### src/rtl/lock_pkg.sv
`default_nettype none
// ============================================================================
// Module      : lock_pkg
// Description : Shared constants for the keypad lock sequencing controller:
//               FSM state encodings, keypad digit width and clear-key range.
// Revision    : 1.0 - initial release
// ============================================================================
package lock_pkg;

    // Width of one keypad symbol
    localparam int DIGIT_W = 4;

    // Key codes at or above this value are "clear" keys, below are digits
    localparam logic [DIGIT_W-1:0] KEY_CLEAR_MIN = 4'd10;

    // FSM state encodings, exported on Present_State
    localparam logic [3:0] ST_IDLE    = 4'hF;
    localparam logic [3:0] ST_ENTRY   = 4'h1;
    localparam logic [3:0] ST_CHECK   = 4'h2;
    localparam logic [3:0] ST_OPEN    = 4'h3;
    localparam logic [3:0] ST_FAIL    = 4'h4;
    localparam logic [3:0] ST_LOCKOUT = 4'h5;
    localparam logic [3:0] ST_PROG    = 4'h6;

    // True when the key code is a numeric digit rather than a clear key
    function automatic logic is_digit(input logic [DIGIT_W-1:0] key);
        return (key < KEY_CLEAR_MIN);
    endfunction

endpackage : lock_pkg
`default_nettype wire

### src/rtl/lock_cycle_timer.sv
`default_nettype none
// ============================================================================
// Module      : lock_cycle_timer
// Description : Loadable down-counter. Holds at zero; o_expired is high on
//               every cycle the count reads zero. A load overrides counting.
// Revision    : 1.0 - initial release
// ============================================================================
module lock_cycle_timer
    import lock_pkg::*;
#(
    parameter int WIDTH = 5
) (
    input  logic             Clk,
    input  logic             Reset,
    input  logic             i_load,
    input  logic [WIDTH-1:0] i_load_value,
    output logic             o_expired
);

    logic [WIDTH-1:0] r_count;

    // Count down towards zero; a load restarts the interval
    always_ff @(posedge Clk) begin
        if (Reset) begin
            r_count <= '0;
        end else if (i_load) begin
            r_count <= i_load_value;
        end else if (r_count != '0) begin
            r_count <= r_count - WIDTH'(1);
        end
    end

    assign o_expired = (r_count == '0);

endmodule : lock_cycle_timer
`default_nettype wire

### src/rtl/lock_sequence_controller.sv
`default_nettype none
// ============================================================================
// Module      : lock_sequence_controller
// Description : Keypad lock sequencer. Collects digits, compares against a
//               programmable code, drives Unlock / Error / Alarm, counts
//               failed attempts, enforces lockout and supports reprogramming.
// Revision    : 1.0 - initial release
// ============================================================================
module lock_sequence_controller
    import lock_pkg::*;
#(
    parameter int                          CODE_LEN       = 4,
    parameter logic [CODE_LEN*DIGIT_W-1:0] DEFAULT_CODE   = 16'h1234,
    parameter int                          MAX_TRIES      = 3,
    parameter int                          UNLOCK_CYCLES  = 8,
    parameter int                          FAIL_CYCLES    = 4,
    parameter int                          LOCKOUT_CYCLES = 16,
    parameter int                          ENTRY_TIMEOUT  = 32
) (
    input  logic               Clk,
    input  logic               Reset,
    input  logic               Key_Valid,
    input  logic [DIGIT_W-1:0] Key_Digit,
    input  logic               Prog_Req,
    output logic               Unlock,
    output logic               Error,
    output logic               Alarm,
    output logic               Prog_Active,
    output logic [3:0]         Present_State,
    output logic [2:0]         Digit_Count,
    output logic [1:0]         Tries
);

    localparam int c_code_w     = CODE_LEN * DIGIT_W;
    localparam int c_max_a      = (UNLOCK_CYCLES > FAIL_CYCLES) ? UNLOCK_CYCLES : FAIL_CYCLES;
    localparam int c_max_b      = (LOCKOUT_CYCLES > ENTRY_TIMEOUT) ? LOCKOUT_CYCLES : ENTRY_TIMEOUT;
    localparam int c_max_cycles = (c_max_a > c_max_b) ? c_max_a : c_max_b;
    localparam int c_timer_w    = (c_max_cycles > 1) ? $clog2(c_max_cycles) : 1;

    // Timer values loaded on entry to each timed state (expiry when it reads 0)
    localparam logic [c_timer_w-1:0] c_load_open    = c_timer_w'(UNLOCK_CYCLES - 1);
    localparam logic [c_timer_w-1:0] c_load_fail    = c_timer_w'(FAIL_CYCLES - 1);
    localparam logic [c_timer_w-1:0] c_load_lockout = c_timer_w'(LOCKOUT_CYCLES - 1);
    localparam logic [c_timer_w-1:0] c_load_entry   = c_timer_w'(ENTRY_TIMEOUT - 1);

    localparam logic [3:0] c_code_len   = 4'(CODE_LEN);
    localparam logic [1:0] c_tries_last = 2'(MAX_TRIES - 1);

    logic [3:0]           r_state;
    logic [3:0]           w_next_state;
    logic [c_code_w-1:0]  r_buf;
    logic [c_code_w-1:0]  w_buf_next;
    logic [c_code_w-1:0]  w_buf_shifted;
    logic [c_code_w-1:0]  r_code;
    logic                 w_code_we;
    logic [2:0]           r_count;
    logic [2:0]           w_count_next;
    logic [3:0]           w_count_inc;
    logic                 w_last_digit;
    logic [1:0]           r_tries;
    logic [1:0]           w_tries_next;
    logic                 w_key_digit;
    logic                 w_key_clear;
    logic                 w_key_reload;
    logic                 w_timer_load;
    logic [c_timer_w-1:0] w_timer_value;
    logic                 w_expired;

    // Key classification and the shifted buffer (newest digit in the LSBs).
    // The count increment is 4 bits wide so an 8-digit code is detectable.
    assign w_key_digit   = Key_Valid && is_digit(Key_Digit);
    assign w_key_clear   = Key_Valid && !is_digit(Key_Digit);
    assign w_buf_shifted = (r_buf << DIGIT_W) | c_code_w'(Key_Digit);
    assign w_count_inc   = {1'b0, r_count} + 4'd1;
    assign w_last_digit  = (w_count_inc == c_code_len);

    lock_cycle_timer #(
        .WIDTH        (c_timer_w)
    ) u_timer (
        .Clk          (Clk),
        .Reset        (Reset),
        .i_load       (w_timer_load),
        .i_load_value (w_timer_value),
        .o_expired    (w_expired)
    );

    // State register
    always_ff @(posedge Clk) begin
        if (Reset) begin
            r_state <= ST_IDLE;
        end else begin
            r_state <= w_next_state;
        end
    end

    // Next-state, datapath updates and timer reload selection
    always_comb begin
        w_next_state = r_state;
        w_buf_next   = r_buf;
        w_count_next = r_count;
        w_tries_next = r_tries;
        w_code_we    = 1'b0;
        w_key_reload = 1'b0;

        case (r_state)
            ST_IDLE: begin
                if (w_key_digit) begin
                    w_buf_next   = w_buf_shifted;
                    w_count_next = w_count_inc[2:0];
                    w_next_state = w_last_digit ? ST_CHECK : ST_ENTRY;
                end
            end
            ST_ENTRY: begin
                // A key arriving on the expiry cycle wins over the timeout
                if (w_key_digit) begin
                    w_buf_next   = w_buf_shifted;
                    w_count_next = w_count_inc[2:0];
                    w_key_reload = 1'b1;
                    if (w_last_digit) begin
                        w_next_state = ST_CHECK;
                    end
                end else if (w_key_clear || w_expired) begin
                    w_next_state = ST_IDLE;
                end
            end
            ST_CHECK: begin
                if (r_buf == r_code) begin
                    w_tries_next = 2'd0;
                    w_next_state = ST_OPEN;
                end else if (r_tries == c_tries_last) begin
                    w_next_state = ST_LOCKOUT;
                end else begin
                    w_tries_next = r_tries + 2'd1;
                    w_next_state = ST_FAIL;
                end
            end
            ST_OPEN: begin
                // Programming request beats the unlock expiry; start a fresh entry
                if (Prog_Req) begin
                    w_buf_next   = '0;
                    w_count_next = 3'd0;
                    w_next_state = ST_PROG;
                end else if (w_expired) begin
                    w_next_state = ST_IDLE;
                end
            end
            ST_PROG: begin
                if (w_key_digit) begin
                    w_buf_next   = w_buf_shifted;
                    w_count_next = w_count_inc[2:0];
                    w_key_reload = 1'b1;
                    if (w_last_digit) begin
                        w_code_we    = 1'b1;
                        w_next_state = ST_IDLE;
                    end
                end else if (w_key_clear || w_expired) begin
                    w_next_state = ST_IDLE;
                end
            end
            ST_FAIL: begin
                if (w_expired) begin
                    w_next_state = ST_IDLE;
                end
            end
            ST_LOCKOUT: begin
                if (w_expired) begin
                    w_tries_next = 2'd0;
                    w_next_state = ST_IDLE;
                end
            end
            default: begin
                w_next_state = ST_IDLE;
            end
        endcase

        // Every return to IDLE starts from an empty entry
        if (w_next_state == ST_IDLE) begin
            w_buf_next   = '0;
            w_count_next = 3'd0;
        end

        w_timer_load = (w_next_state != r_state) || w_key_reload;
        case (w_next_state)
            ST_OPEN:           w_timer_value = c_load_open;
            ST_FAIL:           w_timer_value = c_load_fail;
            ST_LOCKOUT:        w_timer_value = c_load_lockout;
            ST_ENTRY, ST_PROG: w_timer_value = c_load_entry;
            default:           w_timer_value = '0;
        endcase
    end

    // Entry buffer, digit count, failure count and code register
    always_ff @(posedge Clk) begin
        if (Reset) begin
            r_buf   <= '0;
            r_count <= 3'd0;
            r_tries <= 2'd0;
            r_code  <= DEFAULT_CODE;
        end else begin
            r_buf   <= w_buf_next;
            r_count <= w_count_next;
            r_tries <= w_tries_next;
            if (w_code_we) begin
                r_code <= w_buf_shifted;
            end
        end
    end

    // Outputs decode the registered state
    always_comb begin
        Unlock        = (r_state == ST_OPEN);
        Error         = (r_state == ST_FAIL);
        Alarm         = (r_state == ST_LOCKOUT);
        Prog_Active   = (r_state == ST_PROG);
        Present_State = r_state;
        Digit_Count   = r_count;
        Tries         = r_tries;
    end

endmodule : lock_sequence_controller
`default_nettype wire

### config.mk
export PLATFORM = sky130hd
export DESIGN_NAME = lock_sequence_controller
export DESIGN_NICKNAME = d
export VERILOG_FILES = /design/src/rtl/lock_pkg.sv /design/src/rtl/lock_cycle_timer.sv /design/src/rtl/lock_sequence_controller.sv
export SDC_FILE = /design/constraint.sdc
export NUM_CORES = 1
export LEC_CHECK = 0
export CORE_MARGIN = 10
export CORE_UTILIZATION = 58
export DETAILED_ROUTE_END_ITERATION = 8
export PLACE_DENSITY = 0.9
export RECOVER_POWER = 100
export SLEW_MARGIN = 20
export SYNTH_ARGS = -nofsm -noshare
export SYNTH_HDL_FRONTEND = slang
export SYNTH_SLANG_ARGS = --single-unit
### constraint.sdc
create_clock -name Clk -period 3.5 [get_ports Clk]
set_input_delay 0.7 -clock Clk [delete_from_list [all_inputs] [get_ports Clk]]
set_output_delay 0.7 -clock Clk [all_outputs]
set_load 0.01 [all_outputs]
Yosys cells after proc, flatten, opt, wreduce, memory -nomap -nowiden. Cells that the tools add are included. Widths: inputs -> output; s select.

Add/sub/neg operators: 3. $lt $le $gt $ge: 1. Equal/unequal tests: 21. Mux-type cells: 30. Bitwise operators: 1. Reduce and logical (&&, ||, !) cells: 17.

Operator list (number): $mux 16 (2); $mux 4 (8); $pmux 16 s2 (1); $eq 4x3->1 const B (7); $pmux 4 s6 (1); $pmux 5 s4 (1); $eq 16x16->1 (1); $or 16x4->16 (1); $eq 4x2->1 const B (3); $mux 5 (2); $mux 3 (3); $eq 4x1->1 const B (2); $eq 4x4->1 const B (2); $mux 2 (4); $reduce_or 2->1 (4); $mux 1 (6); $pmux 3 s2 (1); $reduce_and 3->1 (2); $reduce_bool 2->1 (3); $logic_not 5->1 (1); $reduce_bool 5->1 (1); $sub 5x1->5 const B (1); $add 3x1->4 const B (1); $lt 4x4->1 const B (1); other kinds (11) (14).

Flip-flop bits (word level): 46. Bits of input ports: 8. Output and inout port bits: 13. Logic and storage cells: 79.

Longest topological paths before layout. Gate-level depths: netlist (run 1).

Depth in word-level cells: 11. Depth in mapped cells: 11. Depth with buffers taken out: 10.

Hierarchy. From an unflattened synthesis (run 1), not the netlist that was laid out.

Cells, all modules: 290. Area total of the unflattened synthesis: 2533.7 sq um.

Modules (own cells, without submodules): lock_sequence_controller (instances 1, cells an instance 258, area an instance 2245.9 sq um); lock_cycle_timer (instances 1, cells an instance 32, area an instance 287.8 sq um).

Least setup slack after synthesis (run 1). No wires, ideal clock.

Path kind: input port to flip-flop. From: input Key_Valid. To: register u_timer.r_count[0]. Setup time: 123 ps. Data arrival time: 2702 ps. Data required time: 3377 ps. Slack: 674 ps. Cell stages on the path: 9. Cells stage by stage: buf_2 > nand3_1 > nor2_1 > a21oi_1 > a2111oi_4 > mux2i_2 > a2111oi_4 > o2111ai_4 > mux2_1.

Longest elaborated chain between the ends: 9. Elaborated cells between the ends (all ways): 21.

Ends and longest elaborated chain: start: declaration (line lock_sequence_controller.sv:22) `input logic Key_Valid,`; $logic_and 1x1->1 (line lock_sequence_controller.sv:72) `assign w_key_clear = Key_Valid && !is_digit(Key_Digit);`; $logic_or 1x1->1 (line lock_sequence_controller.sv:122, lock_sequence_controller.sv:156); $mux 4 (line lock_sequence_controller.sv:122, lock_sequence_controller.sv:156); $mux 4 (on tied branches) (line lock_sequence_controller.sv:148, lock_sequence_controller.sv:115); $pmux 4 s6 (line lock_sequence_controller.sv:105) `case (r_state)`; $eq 4x1->1 / $eq 4x3->1 (equally long branches) (line lock_sequence_controller.sv:183) `case (w_next_state)`; $reduce_or 2->1 (line lock_sequence_controller.sv:183); $pmux 5 s4 (line lock_sequence_controller.sv:183); $mux 5 (line lock_cycle_timer.sv:26) `end else if (i_load) begin`; end signal: assignment (line lock_cycle_timer.sv:27) `r_count <= i_load_value;`; end signal: assignment (line lock_cycle_timer.sv:29) `r_count <= r_count - WIDTH'(1);`; end: declaration (line lock_cycle_timer.sv:20) `logic [WIDTH-1:0] r_count;`.

Several ways; a longest one is shown, not always the timed one. A chain may end at the register's enable or synchronous reset.

Worst setup path after layout (run 1).
From: input Key_Digit[1]. To: register u_timer.r_count[1].

Longest elaborated chain between the ends: 11. Elaborated cells between the ends (all ways): 23.

Ends and longest elaborated chain: start: declaration (line lock_sequence_controller.sv:23) `input logic [DIGIT_W-1:0] Key_Digit,`; $lt 4x4->1 * (line lock_pkg.sv:27) `return (key < KEY_CLEAR_MIN);`; $logic_not 1->1 (line lock_sequence_controller.sv:72); $logic_and 1x1->1 (line lock_sequence_controller.sv:72); $logic_or 1x1->1 (line lock_sequence_controller.sv:122, lock_sequence_controller.sv:156); $mux 4 (line lock_sequence_controller.sv:122, lock_sequence_controller.sv:156); $mux 4 (on tied branches) (line lock_sequence_controller.sv:148, lock_sequence_controller.sv:115); $pmux 4 s6 (line lock_sequence_controller.sv:105); $eq 4x1->1 / $eq 4x3->1 (equally long branches) (line lock_sequence_controller.sv:183); $reduce_or 2->1 (line lock_sequence_controller.sv:183); $pmux 5 s4 (line lock_sequence_controller.sv:183); $mux 5 (line lock_cycle_timer.sv:26).

Mark *: on every way between the ends. The rest lies on a longest branch, timed or not.

==> summary.md, run 1 <==
| Metric | Value |
|---|---|
| Grt ovf | `0` |
| Rows | `24` |
| Asr flop ratio synth | `0` |
| Die ar. | `7659 µm²` |
| Vias in the first global route | `2179` |
| Mapped Cells | `313` |
| Crit path cell chain | `dlygate4sd3_1 -> o21ai_0 -> and2_1 -> o21a_1 -> o221ai_1 -> and2_1 -> a2111oi_4 -> o2111ai_4 -> mux2_1` |
| CP Launch Point | `Key_Digit[1]` |
| Die Y | `87.52 µm` |
| Post-synth cell types | `56` |
| GRT Util Overall | `0.1606` |
| Share of layout cells above drive strength 1 | `0.1021` |
| Vias per inst | `between 6 and 7` |
| P_leak | `1.148 nW` |
| Layout area overhead | `14.91%` |
| H-Tree Depth | `2` |
| Max Cap Viol | `0` |
| Synth Flop Type | `dfxtp_1` |
| Largest area contributor in the netlist | `dfxtp_1` |
| Pins Over Slew Limit | `0` |
| # IOs | `21` |
| Worst min path class | `reg2reg` |
| Post-synth EDFFs | `0` |
| Worst setup EP type | `flip-flop` |
| Global-route wire length before repair | `10.18 mm` |
| Clk sinks | `46` |
| Via count | `2346` |
| DR pass1 iterations | `5` |
| DRC | `0` |
| Peak supply drop | `around 270 µV` |
| Crit Path Class | `in2reg` |
| RSZ-0062 raised after global routing | `false` |
| Critical path buffer and inverter count | `1` |
| Drt total wl | `6.050 mm` |
| WL per Instance | `15.71 µm` |
| Cell mode on critical path | `and2_1` |
| Outcome | `finished clean` |
| Initial antenna violation count | `0` |
| CTS Buf Count | `5` |
| CTS clk-pin slew, worst paths | `80 ps` |
| CTS Buffer Depth | `2` |
| CTS tree | `built` |
| Hold Buf Count CTS | `0` |
| Most common cell after layout, fill and taps aside | `dfxtp_1` |
| 1st-iter DRT viols | `158` |
| Max Fclk | `about 310 MHz` |
| Worst path required time | `3680 ps` |
| Worst Skew | `5.466 ps` |
| Reg2reg path depth | `10` |
| Register area share after synthesis | `0.3483` |
| Worst setup margin | `301.0 ps` |
| Register bit total from synthesis | `between 40 and 50` |
| Min Clock Period, post-route | `~3200 ps` |
| Crit path DAT | `between 3000 and 4000 ps` |
| Post-CTS Setup Inserts | `0` |
| Fin Setup TNS | `0 ps` |
| YS warnings | `0` |
| Largest stage delay on the critical path | `590 ps` |
| Final Hold Violating Endpoints | `0` |
| Resize count post-CTS | `0` |
| DP Worst Slack | `181.0 ps` |
| Synth top area cells | `dfxtp_1, a21oi_1, xor2_1` |
| Largest net degree at the start of global routing | `28` |
| Relative slew slack | `0.1931` |
| Avg Inst Size Synth | `8.447 µm²` |
| Final ANT Viol Nets | `0` |
| Hold EP | `r_buf[13]` |
| Syn nets | `326` |
| Max stage delay cell, worst path | `dlygate4sd3_1` |
| Top cell type's share of synthesized area | `0.3483` |
| ANT cells | `0` |
| Root Buffer | `clkbuf_8` |
| R2R Setup Slk | `roughly 370 ps` |
| Worst Max-Slew Pin Slew | `between 1000 and 1500 ps` |
| Reg-to-reg critical path endpoint | `u_timer.r_count[1]` |
| Starting Density | `0.6030` |
| Final HPWL DP | `4.293 mm` |
| Core footprint | `4384 µm²` |
| CP Max Fanout | `5` |
| Hold path startpoint | `r_buf[13]` |
| Gp weighted congestion | `0.9779` |
| Fin crit share | `0.9140` |
| CP Launch Type | `input pin` |
| Pwr per Cell Area | `528.9 nW/µm²` |
| Post-Syn Area | `2644 µm²` |
| Die W | `87.52 µm` |
| R2R Path Start | `u_timer.r_count[0]` |
| Commonest cells after routing, fill and taps aside | `dfxtp_1, nand2_1, a21oi_1` |
| Final net count | `345` |
| Critical path's top delay family | `compound AO/OA/AOI/OAI gates` |
| Min-Delay Path Depth | `2` |
| Worst skew pair latency | `300 ps` |
| Final setup viols | `0` |
| Input/output buffers | `20` |
## how the worst max path moves through the flow
stage	end	slack, ps	cells after the start
6_report	u_timer.r_count[1]	300	9
5_1_grt	u_timer.r_count[1]	140	10
4_1_cts	u_timer.r_count[1]	410	10
3_5_place_dp	u_timer.r_count[1]	180	9
3_3_place_gp	u_timer.r_count[1]	250	9
2_1_floorplan	u_timer.r_count[0]	670	9
## through the flow
| stage | std cells | area [µm²] | hold WS (ps) | power, mW | utilization |
|---|---|---|---|---|---|
| 6_report | 385 | 3038 | 470.3 | 1.607 | 0.6929 |
| 5_1_grt | 385 | 3038 | 488.1 | 1.699 | 0.6929 |
| 4_1_cts | 385 | 3060 | 468.0 | 1.633 | 0.6981 |
| 3_5_place_dp | 377 | 2918 | 455.6 | 1.147 | 0.6655 |
| 3_3_place_gp | 377 | 2918 | 450.9 | 1.126 | 0.6655 |
| 2_1_floorplan | 313 | 2644 | 443.4 | 1.002 | - |
## flip-flops by register name, summed over array words and instances (netlist names)
name,flops
r_buf,16
r_code,16
u_timer.r_count,5
Present_State,4
Digit_Count,3
Tries,2
## report_power, final
part / internal (mW) / switching, mW
combinational: 0.219 / 0.315
clock: 0.304 / 0.174
sequential: 0.552 / 0.0437
## worst register-to-register path, stage by stage, from the launching register on
cell and delay [ps]:
dfxtp_1 320, inv_1 100, ha_1 170, nor4b_2 560, clkbuf_1 350, a311oi_1 170
o221ai_1 150, nor3b_2 140, a2111oi_4 470, o2111ai_4 240, mux2_1 360
## cell type report
| type | count | area (µm²) |
|---|---|---|
| Multi-Input combinational cell | 239 | 1607 |
| Fill cell | 341 | 1346 |
| Sequential cell | 46 | 920.9 |
| Timing Repair Buffer | 32 | 272.8 |
| Clock buffer | 6 | 82.58 |
| Tap cell | 52 | 65.06 |
| Clock inverter | 2 | 60.06 |
| Inverter | 8 | 30.03 |
## per-layer routing
layer / up-vias / GRT usage / share of wire
met2: 81 / 0.2758 / 0.49
met5: - / 0 / 0
li1: 1145 / - / -
met1: 1107 / 0.1897 / 0.43
met4: 0 / 0.06232 / 0.020
met3: 13 / 0.03464 / 0.061
## cells in the mapped netlist (all sizes together), types with 4 or more instances
cell type,instances
a21o,4
ha,5
dfxtp,46
nor3,8
o21ai,8
xor2,16
buf,9
mux2i,12
nand4,4
nand2,33
o21a,4
clkbuf,11
a211o,5
inv,8
mux2,5
nor2,28
a21oi,32
nand2b,4
nor4,5
nand3,21
nor2b,7
or3,4
## logic make-up after synthesis
group,share of synthesized area
buffers and inverters,0.04402
xor gates and xnor gates,0.06294
AOI/OAI and AO/OA,0.1855
muxes,0.06957
DFF,0.3483
adders and majority gates,0.02745
and+or+nand+nor,0.2622
No activity file was read; power rests on OpenSTA's default activity.
==> run 2, diff against run 1 <==
--- a/config.mk
+++ b/config.mk
@@ -5,7 +5,6 @@
 export SDC_FILE = /design/constraint.sdc
 export NUM_CORES = 1
 export LEC_CHECK = 0
-export CORE_MARGIN = 10
 export CORE_UTILIZATION = 58
 export DETAILED_ROUTE_END_ITERATION = 8
 export PLACE_DENSITY = 0.9
==> run 2 against run 1 <==
Against the previous run: die area down 37%; sequential power rose by 0.7%; critical path type unchanged; setup slack worse by 58 ps; highest routed layer unchanged; final cell count fell by 0.52%; sequential share of layout area is 0.38 points higher; largest power group unchanged; clock-buffer cell count shrank 1; largest cell class unchanged.
==> summary.md, run 2 (synthesis results as in run 1) <==
| Metric | Value |
|---|---|
| Outcome | `finished clean` |
| Most common cell after layout, fill and taps aside | `dfxtp_1` |
| Peak supply drop | `369.4 µV` |
| CP Launch Type | `input pin` |
| Vias in the first global route | `2215` |
| RSZ-0062 raised after global routing | `false` |
| DRC | `0` |
| Drt total wl | `5.975 mm` |
| Hold path startpoint | `r_buf[14]` |
| Worst path required time | `between 3000 and 4000 ps` |
| Gp weighted congestion | `0.9751` |
| 1st-iter DRT viols | `between 200 and 250` |
| Crit Path Class | `in2reg` |
| Min Clock Period, post-route | `3257 ps` |
| WL per Instance | `15.60 µm` |
| Commonest cells after routing, fill and taps aside | `dfxtp_1, nand2_1, a21oi_1` |
| Pwr per Cell Area | `between 500 and 600 nW/µm²` |
| ANT cells | `0` |
| Crit path DAT | `approximately 3500 ps` |
| Die ar. | `about 4800 µm²` |
| Largest net degree at the start of global routing | `28` |
| H-Tree Depth | `2` |
| Global-route wire length before repair | `10.18 mm` |
| DR pass1 iterations | `4` |
| Pins Over Slew Limit | `0` |
| Die W | `69.52 µm` |
| Fin Setup TNS | `0 ps` |
| Post-CTS Setup Inserts | `0` |
| Final setup viols | `0` |
| R2R Setup Slk | `approximately 510 ps` |
| Grt ovf | `0` |
| Worst setup path endpoint | `r_buf[2]` |
| Worst Max-Slew Pin Slew | `1178 ps` |
| Worst min path class | `reg2reg` |
| Via count | `2330` |
| P_leak | `1.138 nW` |
| Reg2reg path depth | `8` |
| Reg-to-reg critical path endpoint | `u_timer.r_count[4]` |
| CP Max Fanout | `20` |
| CTS clk-pin slew, worst paths | `~80 ps` |
| Layout area overhead | `13.49%` |
| Die Y | `69.52 µm` |
| Final ANT Viol Nets | `0` |
| Tot Pwr | `roughly 1.5 mW` |
| Share of layout cells above drive strength 1 | `0.1027` |
| Placed Area | `~2900 µm²` |
| Resize count post-CTS | `0` |
| Fin crit share | `0.9306` |
| Final Hold Violating Endpoints | `0` |
| Worst Skew | `roughly 7.0 ps` |
| Max Cap Viol | `0` |
| Worst skew pair latency | `300 ps` |
| GRT Util Overall | `0.2628` |
| Vias per inst | `6.084` |
| # IOs | `21` |
| CP Launch Point | `Key_Digit[1]` |
| Largest registers | `r_buf x16, r_code x16, u_timer.r_count x5` |
| Worst setup EP type | `flip-flop` |
| Initial antenna violation count | `0` |
| Final HPWL DP | `about 4.1 mm` |
| Root Buffer | `clkbuf_8` |
| Final instance area | `3000 µm²` |
| Max Fclk | `slightly above 300 MHz` |
| Starting Density | `0.6072` |
| Hold Buf Count CTS | `0` |
| Core footprint | `4354 µm²` |
| CTS tree | `built` |
| Rows | `24` |
| Relative slew slack | `0.2149` |
| R2R Path Start | `Present_State[1]` |
| Final net count | `approximately 340` |
| Input/output buffers | `20` |
| CTS Buffer Depth | `2` |
| CTS Buf Count | `5` |
| Clk sinks | `46` |
[run 2: cell types whose count changed in the layout (fill, tap and decap cells not counted), sizes merged]
cell and delta:
clkbuf -4, clkinv +2, buf +1, bufinv -1
[run 2: worst min-delay path by stage]
stage	to	slack, ps	depth (start not counted)
3_5_place_dp	r_buf[13]	460	2
5_1_grt	r_buf[13]	490	2
6_report	r_buf[14]	470	2
4_1_cts	r_buf[13]	470	2
3_3_place_gp	r_buf[13]	450	2
2_1_floorplan	r_buf[13]	440	2
[run 2: worst max-delay path: stages]
cell and delay (ps):
dlygate4sd3_1 590, o21ai_0 390, nand2_1 170, a21o_1 200, a222oi_1 240, nor2_1 140, or3_1 450, clkbuf_2 350
a21oi_1 230
[run 2: final cells by class]
| class | instances | area (µm²) |
|---|---|---|
| Clock buffer | 5 | 68.82 |
| Clock inverter | 3 | 40.04 |
| Fill cell | 346 | 1354 |
| Inverter | 8 | 30.03 |
| Multi-Input combinational cell | 239 | 1607 |
| Sequential cell | 46 | 920.9 |
| Tap cell | 52 | 65.06 |
| Timing Repair Buffer | 30 | 269.0 |
[run 2: per-layer routing]
| metal | part of all wire | vias to the layer above | track usage |
|---|---|---|---|
| met1 | 0.42 | 1069 | 0.3196 |
| li1 | - | 1141 | - |
| met2 | 0.49 | 98 | 0.4391 |
| met4 | 0.030 | 0 | 0.1406 |
| met5 | 0 | - | 0 |
| met3 | 0.060 | 22 | 0.04797 |
[run 2: power breakdown]
part | switching (mW) | internal [mW]
registers | 0.0472 | 0.552
clock network | 0.180 | 0.210
logic | 0.298 | 0.229
[run 2: metrics by stage]
| step | worst slack, ps | hold slack, ps | cells | utilization |
|---|---|---|---|---|
| 2_1_floorplan | 674.3 | 443.4 | 313 | - |
| 3_3_place_gp | 256.5 | 450.7 | 375 | 0.6667 |
| 3_5_place_dp | 137.1 | 460.0 | 375 | 0.6667 |
| 4_1_cts | 457.2 | 471.8 | 383 | 0.6917 |
| 5_1_grt | 130.9 | 494.8 | 383 | 0.6891 |
| 6_report | 242.8 | 471.6 | 383 | 0.6891 |
